## src/rtl/u409_pkg.sv

```systemverilog
// Shared definitions for the U409 CIA bus-cycle logic: default E clock
// timing and the CIA cycle state encoding.
package u409_pkg;

    // E clock and cycle timing defaults in CLK40 cycles.
    localparam int E_LOW_DEF     = 34;
    localparam int E_HIGH_DEF    = 22;
    localparam int SETUP_MIN_DEF = 6;
    localparam int REL_TMO_DEF   = 12;

    // Width of the E phase counter (0..E_LOW+E_HIGH-1).
    localparam int E_CNT_W = 6;

    typedef enum logic [2:0] {
        ST_IDLE   = 3'd0,
        ST_WAIT   = 3'd1,
        ST_SETUP  = 3'd2,
        ST_ACTIVE = 3'd3,
        ST_HOLD   = 3'd4
    } cia_state_e;

endpackage

```

## src/rtl/u409_eclk_gen.sv

```systemverilog
// Free-running CIA E clock generator. E_CNT walks 0..E_LOW+E_HIGH-1;
// E is low for the first E_LOW counts and high for the rest. The rise and
// fall flags are true in the clock just before the registered E changes.
module u409_eclk_gen
    import u409_pkg::*;
#(
    parameter int E_LOW  = E_LOW_DEF,
    parameter int E_HIGH = E_HIGH_DEF
) (
    input  logic               clk,
    input  logic               rst_n,
    output logic [E_CNT_W-1:0] e_cnt,
    output logic               clk_cia,
    output logic               e_rise,
    output logic               e_fall
);

    localparam logic [E_CNT_W-1:0] CNT_LAST = E_CNT_W'(E_LOW + E_HIGH - 1);
    localparam logic [E_CNT_W-1:0] CNT_RISE = E_CNT_W'(E_LOW - 1);
    localparam logic [E_CNT_W-1:0] CNT_HIGH = E_CNT_W'(E_LOW);

    logic [E_CNT_W-1:0] e_cnt_q;
    logic [E_CNT_W-1:0] e_cnt_d;
    logic               clk_cia_q;
    logic               clk_cia_d;

    // Next count wraps at the end of the period; E is derived from the next
    // count so the registered E lines up with the registered count.
    always_comb begin
        e_cnt_d   = (e_cnt_q == CNT_LAST) ? '0 : e_cnt_q + 1'b1;
        clk_cia_d = (e_cnt_d >= CNT_HIGH);
    end

    // Counter and E register; reset restarts the low phase from count 0.
    always_ff @(posedge clk or negedge rst_n) begin
        if (!rst_n) begin
            e_cnt_q   <= '0;
            clk_cia_q <= 1'b0;
        end else begin
            e_cnt_q   <= e_cnt_d;
            clk_cia_q <= clk_cia_d;
        end
    end

    assign e_cnt   = e_cnt_q;
    assign clk_cia = clk_cia_q;
    assign e_rise  = (e_cnt_q == CNT_RISE);
    assign e_fall  = (e_cnt_q == CNT_LAST);

endmodule

```

## src/rtl/u409_cia_cycle.sv

```systemverilog
// CIA bus-cycle sequencer. Runs one 8520 access per CPU request decoded to
// the CIA window, stretching it so that chip selects and CIA_ENABLE cover a
// single full E-high phase.
//
// Handshake: a request is TSn low with CIA_SPACE high, accepted only in
// IDLE (all other TSn pulses are dropped); the cycle is complete when
// CIA_ENABLE falls, which happens after two consecutive TACKn-low samples
// in HOLD or after REL_TMO clocks without them.
module u409_cia_cycle
    import u409_pkg::*;
#(
    parameter int E_LOW     = E_LOW_DEF,
    parameter int E_HIGH    = E_HIGH_DEF,
    parameter int SETUP_MIN = SETUP_MIN_DEF,
    parameter int REL_TMO   = REL_TMO_DEF
) (
    input  logic       CLK40,
    input  logic       RESETn,
    input  logic       TSn,
    input  logic       TACKn,
    input  logic       RWn,
    input  logic       CIA_SPACE,
    input  logic       A13,
    input  logic       A12,
    output logic       CLK_CIA,
    output logic       CIA_ENABLE,
    output logic       CIAACSn,
    output logic       CIABCSn,
    output logic       CIA_RLATCH,
    output logic       CIA_OEn,
    output cia_state_e STATE_DBG
);

    localparam int REL_W = $clog2(REL_TMO + 1);
    localparam logic [REL_W-1:0] REL_LAST = REL_W'(REL_TMO);
    // Starting the cycle at a count below this leaves at least SETUP_MIN
    // clocks of select before E rises; it also implies E is low.
    localparam logic [E_CNT_W-1:0] SETUP_LIMIT = E_CNT_W'(E_LOW - SETUP_MIN);

    logic [E_CNT_W-1:0] e_cnt;
    logic               e_rise;
    logic               e_fall;

    cia_state_e         state_q, state_d;
    logic               rw_q, rw_d;
    logic               a13_q, a13_d;
    logic               a12_q, a12_d;
    logic               enable_q, enable_d;
    logic               acs_q, acs_d;
    logic               bcs_q, bcs_d;
    logic               rlatch_q, rlatch_d;
    logic               oen_q, oen_d;
    logic [REL_W-1:0]   rel_cnt_q, rel_cnt_d;
    logic               tack_prev_q, tack_prev_d;

    u409_eclk_gen #(
        .E_LOW  (E_LOW),
        .E_HIGH (E_HIGH)
    ) u_eclk (
        .clk     (CLK40),
        .rst_n   (RESETn),
        .e_cnt   (e_cnt),
        .clk_cia (CLK_CIA),
        .e_rise  (e_rise),
        .e_fall  (e_fall)
    );

    // Cycle FSM: next state and next values of all registered outputs.
    always_comb begin
        state_d     = state_q;
        rw_d        = rw_q;
        a13_d       = a13_q;
        a12_d       = a12_q;
        enable_d    = enable_q;
        acs_d       = acs_q;
        bcs_d       = bcs_q;
        rlatch_d    = 1'b0;
        oen_d       = oen_q;
        rel_cnt_d   = rel_cnt_q;
        tack_prev_d = 1'b0;

        unique case (state_q)
            ST_IDLE: begin
                if (!TSn && CIA_SPACE) begin
                    rw_d    = RWn;
                    a13_d   = A13;
                    a12_d   = A12;
                    state_d = ST_WAIT;
                end
            end
            ST_WAIT: begin
                // With neither address bit low no select fires; the release
                // timeout still closes the cycle.
                if (e_cnt < SETUP_LIMIT) begin
                    state_d  = ST_SETUP;
                    enable_d = 1'b1;
                    acs_d    = a12_q;
                    bcs_d    = a13_q;
                end
            end
            ST_SETUP: begin
                // Buffer enable switches on in the same clock E goes high.
                if (e_rise) begin
                    state_d = ST_ACTIVE;
                    oen_d   = 1'b0;
                end
            end
            ST_ACTIVE: begin
                if (e_fall) begin
                    state_d   = ST_HOLD;
                    rlatch_d  = rw_q;
                    rel_cnt_d = '0;
                end
            end
            ST_HOLD: begin
                // TACKn history is only tracked here, so an early ack
                // seen before HOLD cannot count toward release.
                tack_prev_d = !TACKn;
                if ((!TACKn && tack_prev_q) || (rel_cnt_q == REL_LAST)) begin
                    state_d  = ST_IDLE;
                    enable_d = 1'b0;
                    acs_d    = 1'b1;
                    bcs_d    = 1'b1;
                    oen_d    = 1'b1;
                end else begin
                    rel_cnt_d = rel_cnt_q + 1'b1;
                end
            end
            default: begin
                state_d = ST_IDLE;
            end
        endcase
    end

    // State and output registers, all cleared asynchronously on RESETn.
    always_ff @(posedge CLK40 or negedge RESETn) begin
        if (!RESETn) begin
            state_q     <= ST_IDLE;
            rw_q        <= 1'b0;
            a13_q       <= 1'b1;
            a12_q       <= 1'b1;
            enable_q    <= 1'b0;
            acs_q       <= 1'b1;
            bcs_q       <= 1'b1;
            rlatch_q    <= 1'b0;
            oen_q       <= 1'b1;
            rel_cnt_q   <= '0;
            tack_prev_q <= 1'b0;
        end else begin
            state_q     <= state_d;
            rw_q        <= rw_d;
            a13_q       <= a13_d;
            a12_q       <= a12_d;
            enable_q    <= enable_d;
            acs_q       <= acs_d;
            bcs_q       <= bcs_d;
            rlatch_q    <= rlatch_d;
            oen_q       <= oen_d;
            rel_cnt_q   <= rel_cnt_d;
            tack_prev_q <= tack_prev_d;
        end
    end

    assign CIA_ENABLE = enable_q;
    assign CIAACSn    = acs_q;
    assign CIABCSn    = bcs_q;
    assign CIA_RLATCH = rlatch_q;
    assign CIA_OEn    = oen_q;
    assign STATE_DBG  = state_q;

endmodule

```

## config.mk

```make
export PLATFORM = sky130hd
export DESIGN_NAME = u409_cia_cycle
export DESIGN_NICKNAME = d
export VERILOG_FILES = /design/src/rtl/u409_pkg.sv /design/src/rtl/u409_eclk_gen.sv /design/src/rtl/u409_cia_cycle.sv
export SDC_FILE = /design/constraint.sdc
export NUM_CORES = 1
export LEC_CHECK = 0
export ABC_AREA = 1
export ABC_CLOCK_PERIOD_IN_PS = 1520
export BUFFER_PORTS_ARGS = -buffer_cell sky130_fd_sc_hd__buf_2
export CAP_MARGIN = 30
export CORE_MARGIN = 1.5
export CORE_UTILIZATION = 50
export CTS_BUF_LIST = sky130_fd_sc_hd__clkbuf_4
export CTS_CLUSTER_DIAMETER = 40
export DETAILED_ROUTE_END_ITERATION = 8
export GPL_TIMING_DRIVEN = 0
export PLACE_DENSITY = 0.77
export RECOVER_POWER = 25
export SETUP_SLACK_MARGIN = 0.1
export SYNTH_ARGS = -nofsm -noshare
export SYNTH_HDL_FRONTEND = slang
export SYNTH_SLANG_ARGS = --single-unit
```

## constraint.sdc

```tcl
create_clock -name CLK40 -period 1.52 [get_ports CLK40]
set_input_delay 0.076 -clock CLK40 [delete_from_list [all_inputs] [get_ports CLK40]]
set_output_delay 0.076 -clock CLK40 [all_outputs]
set_load 0.1 [all_outputs]
```

* After elaboration in Yosys (flattened, before gate mapping)
Index checks and enable logic that the tools add are counted. Widths: inputs -> output; s select.
Storage, ports and cells: register bits 23, word-level logic and storage cells 67, output and inout bits 9
Operators by class: magnitude comparators 2, reduce and logical (&&, ||, !) cells 14, equality and inequality tests 13, $add $sub $neg 2, muxes and demuxes 23
Operator list (number):
- $mux 3 | 5
- $pmux 3 s5 | 1
- $eq 6x6->1 const B | 2
- $ne 2x2->1 const B | 6
- $mux 1 | 9
- $reduce_and 3->1 | 3
- $mux 4 | 2
- $pmux 1 s2 | 4
- $pmux 4 s2 | 1
- $add 6x1->6 const B | 1
- $eq 3x2->1 const B | 2
- $ge 6x6->1 const B | 1
- $lt 6x5->1 const B | 1
- $mux 6 | 1
- $reduce_bool 2->1 | 3
- $reduce_and 5->1 | 1
- $add 4x1->4 const B | 1
- $eq 4x4->1 const B | 1
- $eq 3x1->1 const B | 1
- $eq 3x3->1 const B | 1
- $logic_not 3->1 | 1
- $logic_and 1x1->1 | 2
- $logic_not 1->1 | 2
- $reduce_and 2->1 | 1
- $logic_or 1x1->1 | 1

* Longest topological paths before layout
Gate-level depths: netlist of run 1.
word-level depth 5, depth in mapped cells 9

* Modules after synthesis
From an unflattened synthesis of run 1, not the netlist that was laid out.
Unflattened totals: cell total of the unflattened synthesis 149, area, all modules 1202.4 µm²
Modules (own cells, without submodules):
- u409_cia_cycle | cells each 103, times used 1, area an instance 818.3 µm²
- u409_eclk_gen | cells each 46, times used 1, area an instance 384.1 µm²

* Worst setup path before layout of run 1
Ideal clock, no wire load.
path kind register to register, from register state_q[1] (netlist: STATE_DBG[1]), to register state_q[0] (netlist: STATE_DBG[0]), clock period less this slack 1869 ps, cell stages (with the launch flop) 8, library setup time 121 ps, data required time 1399 ps, data arrival time 1748 ps, path slack -349 ps, path through dfrtp_1 inv_1 nand2_1 nor2_1 nand2_1 nand3_2 o21bai_1 nand2_1
Between the ends: longest elaborated chain between the ends 3, elaborated cells between the ends (all ways) 12, classes of those cells 9 x eq/ne; 1 x mux; 2 x reduce/logical
Ends and longest elaborated chain:
- from (decl) | line u409_cia_cycle.sv:44 | cia_state_e state_q, state_d;
- from (signal assigned) | line u409_cia_cycle.sv:150 | state_q <= state_d;
- $eq 3x3->1, or another cell as far along | line u409_cia_cycle.sv:82 | unique case (state_q)
- $ne 2x2->1 (no source line)
- $reduce_and 5->1 (no source line)
Several ways; a longest one is shown, not always the timed one. A chain may end at the register's enable or synchronous reset.

* Worst setup path in the final report of run 1
from register u_eclk.e_cnt_q[0] (netlist: u_eclk.e_cnt[0]), to register state_q[1] (netlist: STATE_DBG[1])
Between the ends: longest elaborated chain between the ends 3, elaborated cells between the ends (all ways) 7, classes of those cells 1 x order compare; 5 x eq/ne; 1 x reduce/logical
Ends and longest elaborated chain:
- from (decl) | line u409_eclk_gen.sv:22 | logic [E_CNT_W-1:0] e_cnt_q;
- from (signal assigned) | line u409_eclk_gen.sv:40 | e_cnt_q <= e_cnt_d;
- $lt 6x5->1, or another cell as far along | line u409_cia_cycle.sv:94 | if (e_cnt < SETUP_LIMIT) begin
- $ne 2x2->1 (no source line)
- $reduce_and 5->1 (no source line) *
Mark *: on every way between the ends. The rest lies on a longest branch, timed or not.

==> run metrics, run 1 <==
status=complete, no violations; share of layout cells above drive strength 1=40.00%; IO Pins=17; most frequent cells in the layout=35 x nand2_1, 18 x inv_1, 15 x buf_2, 15 x buf_4, 14 x dfrtp_1; DPL Wire Length=1763 microns; post-DR vias/cell=around 5.2; # fillers=about 170; Max-cap violations=0; Clock Skews=0.0006842 ns; RSZ-0062 raised after global routing=yes; worst hold slack=0.2066 ns; Root Driver=clkbuf_4; Reg2Reg Setup Slack=about 0.045 ns; Internal Power=between 700 and 800 uW; Die ar.=approximately 2800 sq um; Final min period=1.475 ns; die width=52.80 microns; Seq pwr share=between 60% and 70%; final hold violations=0; Post-Syn Area=1240 sq um; Synth cell types=24; RR Startpoint=u_eclk.e_cnt[0]; Final nets=199; leakage=around 0.83 nW; maximum root-to-sink buffer count=2; Starting Density=54.48%; final instance area=1619 sq um; top cells by area, synth=dfrtp_1 36%, nand2_1 11%, dfstp_2 11%, inv_1 6.4%, ha_1 5.0%; sequential area share after synthesis=46.92%; Antenna Diode Count=0; setup ws final=0.04472 ns; Worst R2R Path Depth=9; Placed Area=1369 sq um; H-tree depth=1; Total GRT Usage=a little over a fifth; DRT Wirelength=a little under 3000 microns; most common cell after layout, fill and taps aside=nand2_1; critical path cell sequence=buf_4 -> buf_4 -> ha_1 -> nand3_1 -> nand2_2 -> nand2_4 -> nor2_2 -> nand2_1 -> nand2_1; area delta synth->final=30.57%; Worst-Margin Slew=between 0.5 and 0.6 ns; yosys warns=0; CTS tree=built; Vias=1105; Critical R2R Capture=STATE_DBG[1]; Setup crit start kind=flip-flop; fmax=~0.68 GHz; critical path data arrival time=1.68 ns; CTS Buf Count=3; worst-path fanout max=3; critical path data required time=1.73 ns; number of DRC markers in iteration 0=36; DRT Pass-1 Iters=4; DRC viols=0; worst-skew pair later-pin latency=0.30 ns; total power=approximately 900 uW; antenna violations before repair=0; gr ovfl total=0; Final Setup Violations=0; CP max stage cell=dfrtp_2; switch share=21.58%; core box area=2276 sq um; first-pass GRT wire length=4284 microns; row cnt=17; worst path bufs/invs=2; Clk pwr share=30.3%; # port buffers=16; cell accounting for the most synthesized area=dfrtp_1; power per cell area=571.8 nW/um^2; syn_nets=157; Hold Startpoint=CIA_SPACE; vias in the first global route=976; die height=about 53 microns; Hold Path Cell Cnt=3; Hold Path End=rw_q; pin count of the biggest net entering global routing=24; number of synthesized register bits=23; WL/cell=14.01 microns; Comb pwr share=3.6%; family with the most delay on the worst path=flip-flops; Mean Syn Cell Area=8.611 sq um; top cell type's share of synthesized area=36.33%; Antenna Nets Post-Route=0; nature of the critical path endpoint=flip-flop; fin. max-slew vios=0; switching pwr=199.8 uW; GPL Wtd Cong=approximately 0.91; CP Class=flip-flop to flip-flop; delay of the slowest critical-path stage=0.48 ns; Max VDD drop=0.0005504 V; Sink Count=23; Worst slew margin=62.28%; hold crit path type=primary input to flip-flop; Place WS=0.03180 ns; Syn Inst Count=144; Final period util=97.06%; Clock transition at path regs=0.12 ns
[per-stage QoR]
step / utilization (%) / cells / setup TNS (ns)
after floorplan: - / 144 / 0
after global placement: 60.14 / 188 / 0
after detailed placement: 60.14 / 188 / 0
after CTS: 66.74 / 206 / 0
after global routing: 71.14 / 213 / -0.009292
final: 71.14 / 213 / 0
[final cells by class]
cell class	instances	area, sq um	area share [%]
clock inverter	1	5.005	0.3091
buffer	1	11.26	0.6955
sequential	23	591.8	36.55
tap	28	35.03	2.164
clock buffer	3	22.52	1.391
inverter	22	85.08	5.255
timing repair buffer	37	254.0	15.69
multi-input combinational	98	614.3	37.94
[layer usage]
layer	GRT usage, %	part of all wire [%]	vias to the layer above
li1	-	-	531
met3	2.571	6.4	8
met1	27.01	41	520
met2	36.67	50	46
met5	0	0	-
met4	7.692	2.3	0
[flip-flops by register name (all words and copies together) (netlist names)]
| name | count |
|---|---|
| rw_q | 1 |
| u_eclk.clk_cia | 1 |
| CIA_OEn | 1 |
| u_eclk.e_cnt | 6 |
| CIA_ENABLE | 1 |
| a12_q | 1 |
| CIABCSn | 1 |
| a13_q | 1 |
| STATE_DBG | 3 |
| tack_prev_q | 1 |
| rel_cnt_q | 4 |
| CIA_RLATCH | 1 |
| CIAACSn | 1 |
[synthesized netlist by cell type]
master    number
nor2_4         1
dfrtp_1       18
buf_6          1
nor2_1        13
xor2_1         3
nand3b_1       1
dfstp_2        5
mux2_2         3
or2_2          1
o21ai_1        4
inv_1         21
nand3_1        8
nand4_2        1
nand4_1        2
o21bai_1       4
nand2_4        3
o21ai_0        1
nand2_1       36
nor2_2         4
inv_2          1
a31oi_1        1
ha_1           5
nand2_2        6
nand3_2        1
[how the worst max path moves through the flow]
stage	from	endpoint	slack, ns	cells past startpoint
floorplan	STATE_DBG[2]	STATE_DBG[0]	0.12	7
global placement	u_eclk.e_cnt[0]	u_eclk.clk_cia	0.11	7
detailed placement	u_eclk.e_cnt[0]	STATE_DBG[1]	0.03	8
CTS	u_eclk.e_cnt[0]	STATE_DBG[1]	0.09	8
global route	u_eclk.e_cnt[1]	STATE_DBG[1]	-0.009	9
finish	u_eclk.e_cnt[0]	STATE_DBG[1]	0.04	9
[power groups by stage]
| stage | logic, mW | registers [mW] | clock network [mW] |
|---|---|---|---|
| after floorplan | 0.00214 | 0.624 | 0 |
| final | 0.0330 | 0.612 | 0.280 |
| after global placement | 0.0228 | 0.624 | 0 |
| after CTS | 0.0333 | 0.613 | 0.292 |
| after global routing | 0.0378 | 0.613 | 0.313 |
| after detailed placement | 0.0234 | 0.624 | 0 |
[timing repair]
action / CTS / global route
endpoints found under the hold margin: 22 / 0
buffers inserted: 9 / 7
endpoints found under the setup margin: 4 / 8
hold buffers: 5 / 0
pin swaps: 4 / 3
resized for setup: 3 / 12
[worst register-to-register path: cells and delay by family, from the launching register on]
kind	cells	cell delay, ns
fa+ha+maj	1	0.21
buf+inv	2	0.29
flops	1	0.48
simple gates	6	0.40
[cells by family (layout without fill, tap and decap cells)]
kind of cell               after synthesis  count (layout)  share of synthesized area [%]
AOI/OAI and AO/OA                       10              10                          4.945
xor gates and xnor gates                 3               3                          2.119
adders and majority gates                5               5                          5.045
buffers and inverters                   23              64                          7.568
DFF                                     23              23                          46.92
muxes                                    3               3                          2.724
and+or+nand+nor                         77              77                          30.68
No activity file was read; power rests on OpenSTA's default activity.
==> inputs of run 2 (changes only) <==
CTS_CLUSTER_DIAMETER = default   (was 40)
MAX_ROUTING_LAYER = met4   (was default)
==> run 2 against run 1 <==
Combinational power about the same. Routed wire length down 0.74%. Clock-buffer cell count unchanged. Final cell count down 0.94%. Critical path depth down 1. Critical path type unchanged.
==> run metrics, run 2 (synthesized netlist as in run 1, its figures left out) <==
status=complete, no violations; Clock Skews=roughly 0.0016 ns; gr ovfl total=0; worst-skew pair later-pin latency=a little over 0.3 ns; Reg2Reg Setup Slack=0.09 ns; Antenna Nets Post-Route=0; pin count of the biggest net entering global routing=24; Setup crit start kind=flip-flop; most frequent cells in the layout=35 x nand2_1, 18 x inv_1, 15 x buf_2, 13 x dfrtp_1, 13 x buf_4; Vias=about 1100; Final Util=71.69%; critical path data arrival time=1.66 ns; Max VDD drop=0.0005649 V; Final period util=~94%; Root Driver=clkbuf_4; power per cell area=571.0 nW/um^2; CP Capture Point=u_eclk.clk_cia; Final Setup Violations=0; FF+latch area=between 500 and 600 sq um; Worst slew margin=61.96%; max reg flops=6; DPL Wire Length=1763 microns; Sink Count=23; first-pass GRT wire length=4291 microns; Critical Path Start=u_eclk.e_cnt[0]; CP max stage cell=dfrtp_2; core box area=2276 sq um; Total GRT Usage=around 22%; row cnt=17; number of DRC markers in iteration 0=26; share of layout cells above drive strength 1=40.98%; Starting Density=54.48%; post-DR vias/cell=5.114; die height=52.80 microns; Worst path depth=8; most common cell after layout, fill and taps aside=nand2_1; antenna violations before repair=0; die width=about 53 microns; worst-path fanout max=3; Setup TNS=0 ns; Critical R2R Capture=u_eclk.clk_cia; leakage=between 0.8 and 0.9 nW; RR Startpoint=u_eclk.e_cnt[0]; GPL Wtd Cong=about 0.92; DRT Wirelength=2962 microns; Clock transition at path regs=0.13 ns; CP Class=flip-flop to flip-flop; DRT Pass-1 Iters=5; final hold violations=0; DRC viols=0; IO Pins=17; Worst-Margin Slew=approximately 0.57 ns; Final min period=1.435 ns; footprint of the multi-input gates=631.9 sq um; # port buffers=16; worst hold slack=0.2032 ns; Worst R2R Path Depth=8; Place WS=0.03180 ns; CTS tree=built; Final nets=between 150 and 200; RSZ-0062 raised after global routing=yes; area delta synth->final=31.58%; vias in the first global route=974; total power=approximately 930 uW; nature of the critical path endpoint=flip-flop; H-tree depth=1; critical path cell sequence=buf_4 -> buf_4 -> nand2_1 -> nor2_1 -> nand3b_1 -> nand3_1 -> nand2_1 -> inv_1; WL/cell=14.04 microns; fmax=~0.7 GHz; Antenna Diode Count=0; # fillers=156; hold crit path type=primary input to flip-flop; family with the most delay on the worst path=simple AND/OR/NAND/NOR gates; maximum root-to-sink buffer count=2; Die ar.=2788 sq um; setup ws final=0.08508 ns; CTS Buf Count=3; Max-cap violations=0; fin. max-slew vios=0; critical path data required time=~1.7 ns; worst path bufs/invs=3; delay of the slowest critical-path stage=0.45 ns
[run 2: worst min-delay path by stage]
stage	start	to	slack, ns	cells past startpoint
2_1_floorplan	RESETn	CIA_ENABLE	-0.22	0
3_3_place_gp	RESETn	u_eclk.e_cnt[2]	0.06	1
3_5_place_dp	RESETn	u_eclk.e_cnt[2]	0.07	1
4_1_cts	CIA_SPACE	a12_q	0.19	3
5_1_grt	CIA_SPACE	a13_q	0.19	3
6_report	CIA_SPACE	rw_q	0.20	3
[run 2: repair_timing]
item,in CTS,in global routing
setup endpoints to repair,4,8
buffers inserted,9,5
pin swaps,4,4
hold endpoints to repair,22,0
hold buffers,5,0
gates resized for setup,3,14
[run 2: power breakdown]
group,total [mW],internal (mW),switching [mW]
Clock,0.286,0.0983,0.188
Combinational,0.0330,0.0154,0.0176
Sequential,0.612,0.612,0
Total,0.932,0.726,0.205
[run 2: metrics by stage]
stage / area (sq um) / instances
detailed placement: 1369 / 188
global route: 1632 / 211
finish: 1632 / 211
floorplan: 1254 / 144
global placement: 1369 / 188
CTS: 1519 / 206
[run 2: worst register-to-register path: stages, from the launching register on]
cell,delay [ns]
dfrtp_2,0.45
buf_4,0.14
buf_4,0.11
nand2_1,0.09
nor2_1,0.17
nand3b_1,0.16
nand3_1,0.10
nand2_1,0.08
inv_1,0.04
[run 2: metal layers]
metal	wire (microns)	up-vias	part of all wire [%]	track usage [%]
met2	1554	32	52	36.67
li1	-	524	-	-
met5	0	-	0	-
met3	112	4	3.8	2.571
met4	42	0	1.4	7.692
met1	1252	519	42	27.19
[run 2: area by class of cell]
class                      count  area share (%)
buffer                         1          0.6902
clock buffer                   3           1.380
clock inverter                 1          0.3067
inverter                      22           5.215
multi-input combinational     98           38.73
sequential                    23           36.35
tap                           28           2.147
timing repair buffer          35           15.18
